File: config.mk
export PLATFORM = sky130hd
export DESIGN_NAME = memory_arbiter
export DESIGN_NICKNAME = d
export VERILOG_FILES = /design/src/rtl/memory_arbiter.sv
export SDC_FILE = /design/constraint.sdc
export NUM_CORES = 1
export LEC_CHECK = 0
export CORE_MARGIN = 1.5
export CORE_UTILIZATION = 27
export CTS_CLUSTER_DIAMETER = 150
export DETAILED_ROUTE_END_ITERATION = 16
export GPL_ROUTABILITY_DRIVEN = 0
export GPL_TIMING_DRIVEN = 0
export PLACE_DENSITY = 0.77
export SLEW_MARGIN = 10
export SYNTH_ARGS = -nofsm -noshare
export SYNTH_HDL_FRONTEND = slang
export SYNTH_SLANG_ARGS = --single-unit
File: constraint.sdc
create_clock -name clock -period 2.55 [get_ports clock]
set_clock_uncertainty 0.2 [all_clocks]
set_input_delay 0.255 -clock clock [delete_from_list [all_inputs] [get_ports clock]]
set_output_delay 0.255 -clock clock [all_outputs]
set_load 0.02 [all_outputs]
File: src/rtl/memory_arbiter.sv
// Independent round-robin read and write arbiters sharing one simple dual-port
// memory; read data returns one cycle after the grant, qualified per requester.
module memory_arbiter #(
  parameter int NUM_REQ   = 4,
  parameter int DATA_W    = 8,
  parameter int MEM_SIZE  = 6,
  parameter int ADDR_SIZE = $clog2(MEM_SIZE)
) (
  input  logic                          clock,
  input  logic                          reset,
  input  logic [NUM_REQ-1:0]            rd_req,
  input  logic [NUM_REQ*ADDR_SIZE-1:0]  rd_addr,
  output logic [NUM_REQ-1:0]            rd_gnt,
  output logic [NUM_REQ-1:0]            rd_valid,
  output logic [DATA_W-1:0]             rd_data,
  input  logic [NUM_REQ-1:0]            wr_req,
  input  logic [NUM_REQ*ADDR_SIZE-1:0]  wr_addr,
  input  logic [NUM_REQ*DATA_W-1:0]     wr_data,
  output logic [NUM_REQ-1:0]            wr_gnt,
  output logic                          mem_read,
  output logic [ADDR_SIZE-1:0]          mem_addr_r,
  output logic                          mem_write,
  output logic [ADDR_SIZE-1:0]          mem_addr_w,
  output logic [DATA_W-1:0]             mem_datain,
  input  logic [DATA_W-1:0]             mem_dataout
);

  localparam int PTR_W = $clog2(NUM_REQ);
  localparam logic [PTR_W-1:0] LAST = PTR_W'(NUM_REQ - 1);

  // Returns {found, winner}: first asserted request scanning upward from ptr.
  function automatic logic [PTR_W:0] rr_pick(input logic [NUM_REQ-1:0] req,
                                             input logic [PTR_W-1:0]   ptr);
    logic             found;
    logic [PTR_W-1:0] win;
    logic [PTR_W-1:0] idx;
    found = 1'b0;
    win   = '0;
    for (int i = 0; i < NUM_REQ; i++) begin
      idx = PTR_W'((int'(ptr) + i) % NUM_REQ);
      if (!found && req[idx]) begin
        found = 1'b1;
        win   = idx;
      end
    end
    return {found, win};
  endfunction

  logic [PTR_W-1:0]   rd_ptr, wr_ptr;
  logic [PTR_W-1:0]   rd_win, wr_win;
  logic               rd_found, wr_found;
  logic [NUM_REQ-1:0] rd_valid_q;

  always_comb begin
    {rd_found, rd_win} = rr_pick(rd_req, rd_ptr);
    {wr_found, wr_win} = rr_pick(wr_req, wr_ptr);
  end

  assign rd_gnt = (rd_found && !reset) ? (NUM_REQ'(1) << rd_win) : '0;
  assign wr_gnt = (wr_found && !reset) ? (NUM_REQ'(1) << wr_win) : '0;

  assign mem_read   = |rd_gnt;
  assign mem_addr_r = mem_read ? rd_addr[int'(rd_win)*ADDR_SIZE +: ADDR_SIZE] : '0;
  assign mem_write  = |wr_gnt;
  assign mem_addr_w = mem_write ? wr_addr[int'(wr_win)*ADDR_SIZE +: ADDR_SIZE] : '0;
  assign mem_datain = mem_write ? wr_data[int'(wr_win)*DATA_W +: DATA_W] : '0;

  assign rd_data = mem_dataout;
  // A read granted just before reset must not surface during the reset cycle.
  assign rd_valid = rd_valid_q & {NUM_REQ{~reset}};

  always_ff @(posedge clock) begin
    if (reset) begin
      rd_ptr     <= '0;
      wr_ptr     <= '0;
      rd_valid_q <= '0;
    end else begin
      if (rd_found) rd_ptr <= (rd_win == LAST) ? '0 : rd_win + 1'b1;
      if (wr_found) wr_ptr <= (wr_win == LAST) ? '0 : wr_win + 1'b1;
      rd_valid_q <= rd_gnt;
    end
  end

endmodule

; Word-level counts from Yosys, hierarchy flattened
; Cells that the tools add are included.
[classes]
eq_ne = 2
n_bitwise = 2
reduce_logical = 17
order_cmp = 8
shift = 5
mul = 2
muxes = 39
addsub = 8
[ops]
columns = cell, count
row1 = $shiftx 32x6->8, 1
row2 = $lt 2x3->1 const B, 8
row3 = $shiftx 12x5->3, 2
row4 = $mux 2, 10
row5 = $bmux 1 s2, 8
row6 = $mux 1, 16
row7 = $add 2x1->2 const B, 4
row8 = $add 2x2->2 const B, 4
row9 = $logic_and 1x1->1, 8
row10 = $mul 2x2->4 const B, 2
row11 = $mux 4, 2
row12 = $mux 8, 1
row13 = $reduce_or 4->1, 2
row14 = $shl 1x2->4 const A, 2
row15 = $logic_not 1->1, 7
row16 = $mux 3, 2
row17 = $and 4x4->4, 1
row18 = $eq 2x2->1 const B, 2
row19 = $not 1->1, 1
[word_totals]
output_inout_bits = 36
elab_cells = 86
regBits = 8

; Depth between registers and ports, before layout
; Gate-level depths: netlist (run 1).
[depth]
ltp_word = 16
mapped_depth = 8

; Worst setup path after synthesis (run 1)
; OpenSTA, ideal clock, no wires.
[synth_path]
path_type = input port to output port
from = input rd_req[2]
to = output mem_addr_r[1]
setup_slack_ns = -0.015
path_buffers = 0
t_required_ns = 2.095
t_arrival_ns = 2.110
stages = 8
cell_sequence = nor2b_1 > a21boi_1 > o32ai_4 > inv_1 > ha_1 > o41ai_1 > nor2_1 > a22o_1
[synth_via]
elab_chain_cells = 16
elab_cells_between_ends = 29
classes_between = mul: 1 / shift: 2 / mux: 18 / reduce/logical: 8
[synth_lines]
columns = item, line_no
row1 = "start, declared", 11  ; input logic [NUM_REQ-1:0] rd_req,
row2 = branches (longest 15 deep; another with $bmux 1 s2), -
row3 = $mux 3 *, 63  ; assign mem_addr_r = mem_read ? rd_addr[int'(rd_win)*ADDR_SIZE +: ADDR_SIZE] : '0;
row4 = "end, declared", 21  ; output logic [ADDR_SIZE-1:0] mem_addr_r,
; Mark *: on every way between the ends. The select of a mux whose other input is x is not followed.

; Final worst setup path (run 1)
[layout_path]
from = register rd_ptr[0]
to = output mem_addr_r[2]
[layout_via]
elab_chain_cells = 16
elab_cells_between_ends = 32
classes_between = add/sub: 3 / mul: 1 / shift: 2 / mux: 18 / reduce/logical: 8
[layout_lines]
columns = item, line_no
row1 = "start, declared", 49  ; logic [PTR_W-1:0] rd_ptr, wr_ptr;
row2 = "start signal, assigned", 78  ; if (rd_found) rd_ptr <= (rd_win == LAST) ? '0 : rd_win + 1'b1;
row3 = branches (longest 15 deep; another with $mul 2x2->4), -
row4 = $mux 3 *, 63
; Marks and branches as above.

==> results of run 1 <==
## power by group through the flow
stage	Clock, uW	Combinational, uW	Sequential [uW]
floorplan	0	322	159
global placement	0	583	164
detailed placement	0	589	163
CTS	150	664	169
global route	154	728	172
finish	145	672	170
## metal layers
| metal | wire length [um] | vias to the layer above |
|---|---|---|
| li1 | - | 785 |
| met1 | 1619 | 673 |
| met2 | 2211 | 52 |
| met3 | 214 | 2 |
| met4 | 21 | 0 |
| met5 | 0 | - |
## critical path: cells and delay by family (launching register included)
kind            cells  cell delay, ns
compound gates      3            0.80
simple gates        3            0.44
flops               1            0.36
buf+inv             2            0.19
fa+ha+maj           1            0.17
## area by class of cell
cell class	instances	area share, %
clock buffer	3	1.702
timing repair buffer	113	42.75
sequential	8	6.911
multi-input combinational	119	38.68
buffer	15	4.487
tap	50	2.579
inverter	18	2.888
## timing repair
| action | CTS | global route |
|---|---|---|
| cloned | 1 | 0 |
| endpoints found under the setup margin | 23 | 18 |
| gates resized for setup | 101 | 28 |
| setup buffers | 9 | 2 |
| pin swaps | 15 | 7 |
## stage by stage
step / instances / setup slack, ns / cell area, sq um / util [%] / TNS (ns)
after floorplan: 160 / 0.07608 / 1157 / - / 0
after global routing: 326 / -0.1882 / 2426 / 59.79 / -0.5311
after CTS: 324 / -0.1190 / 2426 / 59.79 / -0.3135
after global placement: 311 / -1.031 / 2231 / 54.98 / -13.54
final: 326 / -0.08713 / 2426 / 59.79 / -0.2567
after detailed placement: 311 / -1.074 / 2231 / 54.98 / -13.90
## cell families after synthesis
| kind of cell | count (synthesis) |
|---|---|
| compound gates | 56 |
| fa+ha+maj | 4 |
| buf+inv | 33 |
| flops | 8 |
| mux | 7 |
| simple gates | 52 |
## layout by cell type (no fill, tap or decap), types with 7 or more instances in the layout
cell and n:
nor2_1 19, inv_1 15, buf_4 21, a21oi_1 17
and2_1 8, buf_2 9, clkbuf_2 7, dlygate4sd2_1 8
clkdlybuf4s50_1 71, a22oi_2 9, o21ai_1 9
## registers in the layout, summed over array words and instances (netlist names)
name / flops
rd_valid_q: 4
wr_ptr: 2
rd_ptr: 2
## path summary, 6_finish.rpt
path | slack, ns | cells past startpoint | end
setup / recovery | -0.09 | 9 | mem_addr_r[2]
hold / removal | 0.30 | 4 | rd_ptr[1]
setup reg to reg | 0.91 | 6 | rd_valid_q[2]
hold reg to reg | 0.32 | 2 | rd_ptr[0]
==> impl_metrics.json, run 1 <==
{
  "status": "finished with violations",
  "violations": "setup timing",
  "grt_pass1_wl_um": 5830,
  "clk_pin_slew_ns": 0.04,
  "finalWirelength_um": 4067,
  "synth_common_cells": "22 x nor2_1, 17 x a21oi_1, 17 x inv_1",
  "io_buffer_count": 101,
  "cts_htree_levels": 1,
  "area_growth_pct": 111.0,
  "power_uw": 986.4,
  "finalSetupViolations": 3,
  "clock_latency_ns": 0.22,
  "antennaDiodeCount": 0,
  "start_kind": "register",
  "drive_gt1_share_pct": 31.52,
  "synth_cell_types": 37,
  "synth_edf_count": 0,
  "power.density_nw_per_um2": 406.6,
  "crit_arrival_ns": 2.18,
  "ant_nets": 0,
  "finalHoldViolations": 0,
  "p_int_uw": 613.1,
  "switching_share_pct": 37.84,
  "whs_ns": 0.2966,
  "via_per_inst": 4.638,
  "dp_hpwl_um": 3111,
  "synth_fa_ha_area_share_pct": 4.353,
  "track_usage_pct": 16.02,
  "ys_seq_area_share_pct": 13.93,
  "antenna_found_initial": 0,
  "globalRouteMet2Util_pct": 31.07,
  "drc": 0,
  "yosysTopAreaCell": "dfxtp_1",
  "synth_ff_type": "dfxtp_1",
  "pwr-share-clk_pct": 14.7,
  "netlist_area_sq_um": 1150,
  "clk_path_buf_depth": 2,
  "pwr-share-comb_pct": 68.1,
  "synthesis.nets": 238,
  "drv_cap": 0,
  "critical_path.startpoint": "rd_ptr[0]",
  "pwr-share-seq_pct": 17.2,
  "cp_slowest_cell": "o41ai_4",
  "cts_hold_buf": 0,
  "wire_per_inst_um": 12.48,
  "synthTopCellsByArea": "dfxtp_1 14%, a22oi_2 9.8%, a21oi_1 7.4%",
  "min_path_type": "input pin to register",
  "slew_headroom_pct": 46.75,
  "root_buffer": "clkbuf_8",
  "grt_pass1_vias": 1383,
  "synthArstFlopShare_pct": 0,
  "fmax_mhz": 379.2,
  "multi_input_area_sq_um": 938.4,
  "r2r_start": "rd_ptr[0]",
  "p_sw_uw": 373.3,
  "synth_xor_area_share_pct": 0,
  "yosysWarnings": 0,
  "worstSetupEndpointType": "output pin",
  "cts_tree": "done",
  "worstPathMaxFanout": 4,
  "synth_top_family_by_area": "compound AO/OA/AOI/OAI gates",
  "start_util_pct": 28.34,
  "required_ns": 2.10,
  "synth_compound_area_share_pct": 35.80,
  "leakage_uw": 0.001090,
  "dr.pass1.iters": 4,
  "cts_buffers": 3,
  "placement_rows": 23,
  "synthSimpleGateAreaFrac_pct": 24.70,
  "period_minus_slack_ns": 2.637,
  "finalNetCount": 356,
  "die_y_um": 68.26,
  "clkSinkCount": 8,
  "synth.most_common_cell": "nor2_1",
  "grt_max_degree": 11,
  "drt_iter0_drc": 75,
  "core-area_sq_um": 4058,
  "use_met1_pct": 18.23,
  "min_from": "rd_req[2]",
  "grt_busiest_layer": "met2",
  "critPathKind": "register to output pin",
  "ios": 110,
  "syn_area_per_cell_sq_um": 7.187,
  "fillCellCount": 390,
  "fin_ws_ns": -0.08713,
  "fin_crit_sh_pct": 103.4,
  "ys_ff_latch": 8,
  "grtUsageMet3_pct": 1.645,
  "max_stage_delay_ns": 0.42,
  "muxShareOfSynthArea_pct": 6.746,
  "area.sequential_sq_um": 167.7,
  "slew_viol_final": 0,
  "tightest_slew_ns": 0.7914,
  "path_cells": "nor2b_2 -> o21bai_1 -> and3b_2 -> inv_4 -> ha_4 -> o41ai_4 -> nor2_2 -> a22o_1 -> buf_6",
  "route.vias.total": 1512,
  "irDropWorstVdd_mv": 0.2882,
  "chipWidth_um": 68.26,
  "synth_top_area_share_pct": 13.93,
  "rsz0062_at_grt": "yes",
  "overflow": 0,
  "netlist_instances": 160,
  "die_area_sq_um": 4659
}
Power figures use the tool's default switching activity.
==> run 2, diff against run 1 <==
- GPL_ROUTABILITY_DRIVEN: 0 -> 1
- SKIP_LAST_GASP: unset -> 1
==> impl_metrics.json, run 2 (same netlist as run 1, synthesis figures left out) <==
{
  "drt_iter0_drc": 85,
  "fillCellCount": 391,
  "die_y_um": 68.26,
  "worst-path-buf-inv": 2,
  "regMostFlops": "rd_valid_q",
  "hold_depth": 4,
  "finalSetupViolations": 3,
  "clkSinkCount": 8,
  "r2r.worst_path.cells": 6,
  "fin_util_pct": 59.64,
  "min_path_type": "input pin to register",
  "start_util_pct": 28.34,
  "route.vias.total": 1505,
  "finalWirelength_um": 4059,
  "wl_met1_um": 1618,
  "via_per_inst": 4.617,
  "cts_buffers": 3,
  "status": "finished with violations",
  "fin_ws_ns": -0.09447,
  "worstSetupEndpointType": "output pin",
  "leakage_uw": 0.001089,
  "wl_met3_um": 219,
  "clock_latency_ns": 0.22,
  "irDropWorstVdd_mv": 0.2881,
  "crit_arrival_ns": 2.19,
  "cp_slowest_cell": "o41ai_4",
  "period_minus_slack_ns": 2.644,
  "min_to": "rd_ptr[1]",
  "die_area_sq_um": 4659,
  "power_uw": 980.0,
  "grt_pass1_wl_um": 5830,
  "dp_cells": 311,
  "power.density_nw_per_um2": 405.0,
  "area.sequential_sq_um": 167.7,
  "gp_congestion": 0.7519,
  "post-place-ws_ns": -1.074,
  "fin_crit_sh_pct": 103.7,
  "max_stage_delay_ns": 0.42,
  "min_from": "rd_req[2]",
  "tightest_slew_ns": 0.7955,
  "r2r_slack_ns": 0.92,
  "slew_viol_final": 0,
  "antenna_found_initial": 0,
  "worstReg2RegEnd": "rd_valid_q[2]",
  "io_buffer_count": 101,
  "top_layer": "met4",
  "wire_per_inst_um": 12.45,
  "drive_gt1_share_pct": 31.52,
  "final_cell_mix": "71 x clkdlybuf4s50_1, 21 x buf_4, 19 x nor2_1",
  "r2r_start": "rd_ptr[0]",
  "worstPathMaxFanout": 4,
  "dr_wl_met2_um": 2200,
  "cts_tree": "done",
  "placement_rows": 23,
  "layout_commonest_cell": "clkdlybuf4s50_1",
  "fmax_mhz": 378.1,
  "path_cells": "nor2b_2 -> o21bai_1 -> and3b_2 -> inv_4 -> ha_4 -> o41ai_4 -> nor2_2 -> a22o_1 -> buf_2",
  "grt_pass1_vias": 1383,
  "antennaDiodeCount": 0,
  "finalHoldViolations": 0,
  "dr.pass1.iters": 4,
  "largest_register_ffs": 4,
  "dp_hpwl_um": 3111,
  "overflow": 0,
  "core-area_sq_um": 4058,
  "clk_path_buf_depth": 2,
  "root_buffer": "clkbuf_8",
  "drv_cap": 0,
  "violations": "setup timing",
  "drc": 0,
  "clk_pin_slew_ns": 0.04,
  "final_cells": 326,
  "reg_top3": "rd_valid_q (4), rd_ptr (2), wr_ptr (2)",
  "chipWidth_um": 68.26,
  "track_usage_pct": 16.02,
  "rsz0062_at_grt": "yes",
  "cp_top_family": "compound AO/OA/AOI/OAI gates",
  "grt_max_degree": 11,
  "ios": 110,
  "critPathKind": "register to output pin",
  "cts_htree_levels": 1,
  "start_kind": "register",
  "cts_hold_buf": 0,
  "multi_input_area_sq_um": 938.4,
  "ant_nets": 0,
  "slew_headroom_pct": 46.48,
  "required_ns": 2.10,
  "area_growth_pct": 110.4,
  "finalNetCount": 356
}
## run 2: changes by cell type in the layout (fill, tap and decap cells not counted), sizes merged
cell and change:
buf -1, clkbuf +1
## run 2: layer usage
| metal | vias to the layer above | GRT usage (%) |
|---|---|---|
| li1 | 786 | - |
| met1 | 664 | 18.23 |
| met2 | 53 | 31.07 |
| met3 | 2 | 1.645 |
| met4 | 0 | 4.500 |
| met5 | - | 0 |
## run 2: cell type report
| type | count | share of cell area [%] |
|---|---|---|
| clock buffers | 3 | 1.706 |
| inverters | 18 | 2.896 |
| multi-input cells | 119 | 38.78 |
| repair buffers | 113 | 42.61 |
| well taps | 50 | 2.585 |
| flip-flops and latches | 8 | 6.929 |
| plain buffers | 15 | 4.498 |
## run 2: worst reg2reg max path: stages, from the launching register on
cell	delay, ns
dfxtp_4	0.36
nor2b_2	0.05
o21bai_1	0.15
and3b_2	0.29
inv_4	0.06
ha_1	0.25
and2_1	0.15
## run 2: where the power goes
part	internal (uW)	switching, uW	total, uW
combinational	356	309	665
clock	102	43.1	145
sequential	150	19.7	170
## run 2: timing repair
item                       4_1_cts  5_1_grt
pin swaps                       15        7
buffers inserted                 9        2
setup endpoints to repair       23       18
cloned                           1        0
gates resized for setup        100       26
## run 2: worst max path at each step
stage	startpoint	endpoint	cells after the start
floorplan	rd_req[2]	mem_addr_r[1]	8
global placement	rd_req[1]	mem_addr_r[1]	10
detailed placement	rd_req[2]	mem_addr_r[1]	10
CTS	rd_ptr[0]	mem_addr_r[2]	9
global route	rd_ptr[0]	mem_addr_r[0]	9
finish	rd_ptr[0]	mem_addr_r[0]	9
## run 2: metrics by stage
step           hold WS [ns]  TNS (ns)  cell area (sq um)
4_1_cts              0.2448   -0.3247               2422
6_report             0.2959   -0.2775               2420
3_3_place_gp         0.2947    -13.54               2231
3_5_place_dp         0.3069    -13.90               2231
2_1_floorplan        0.2553         0               1157
5_1_grt              0.3376   -0.5727               2420
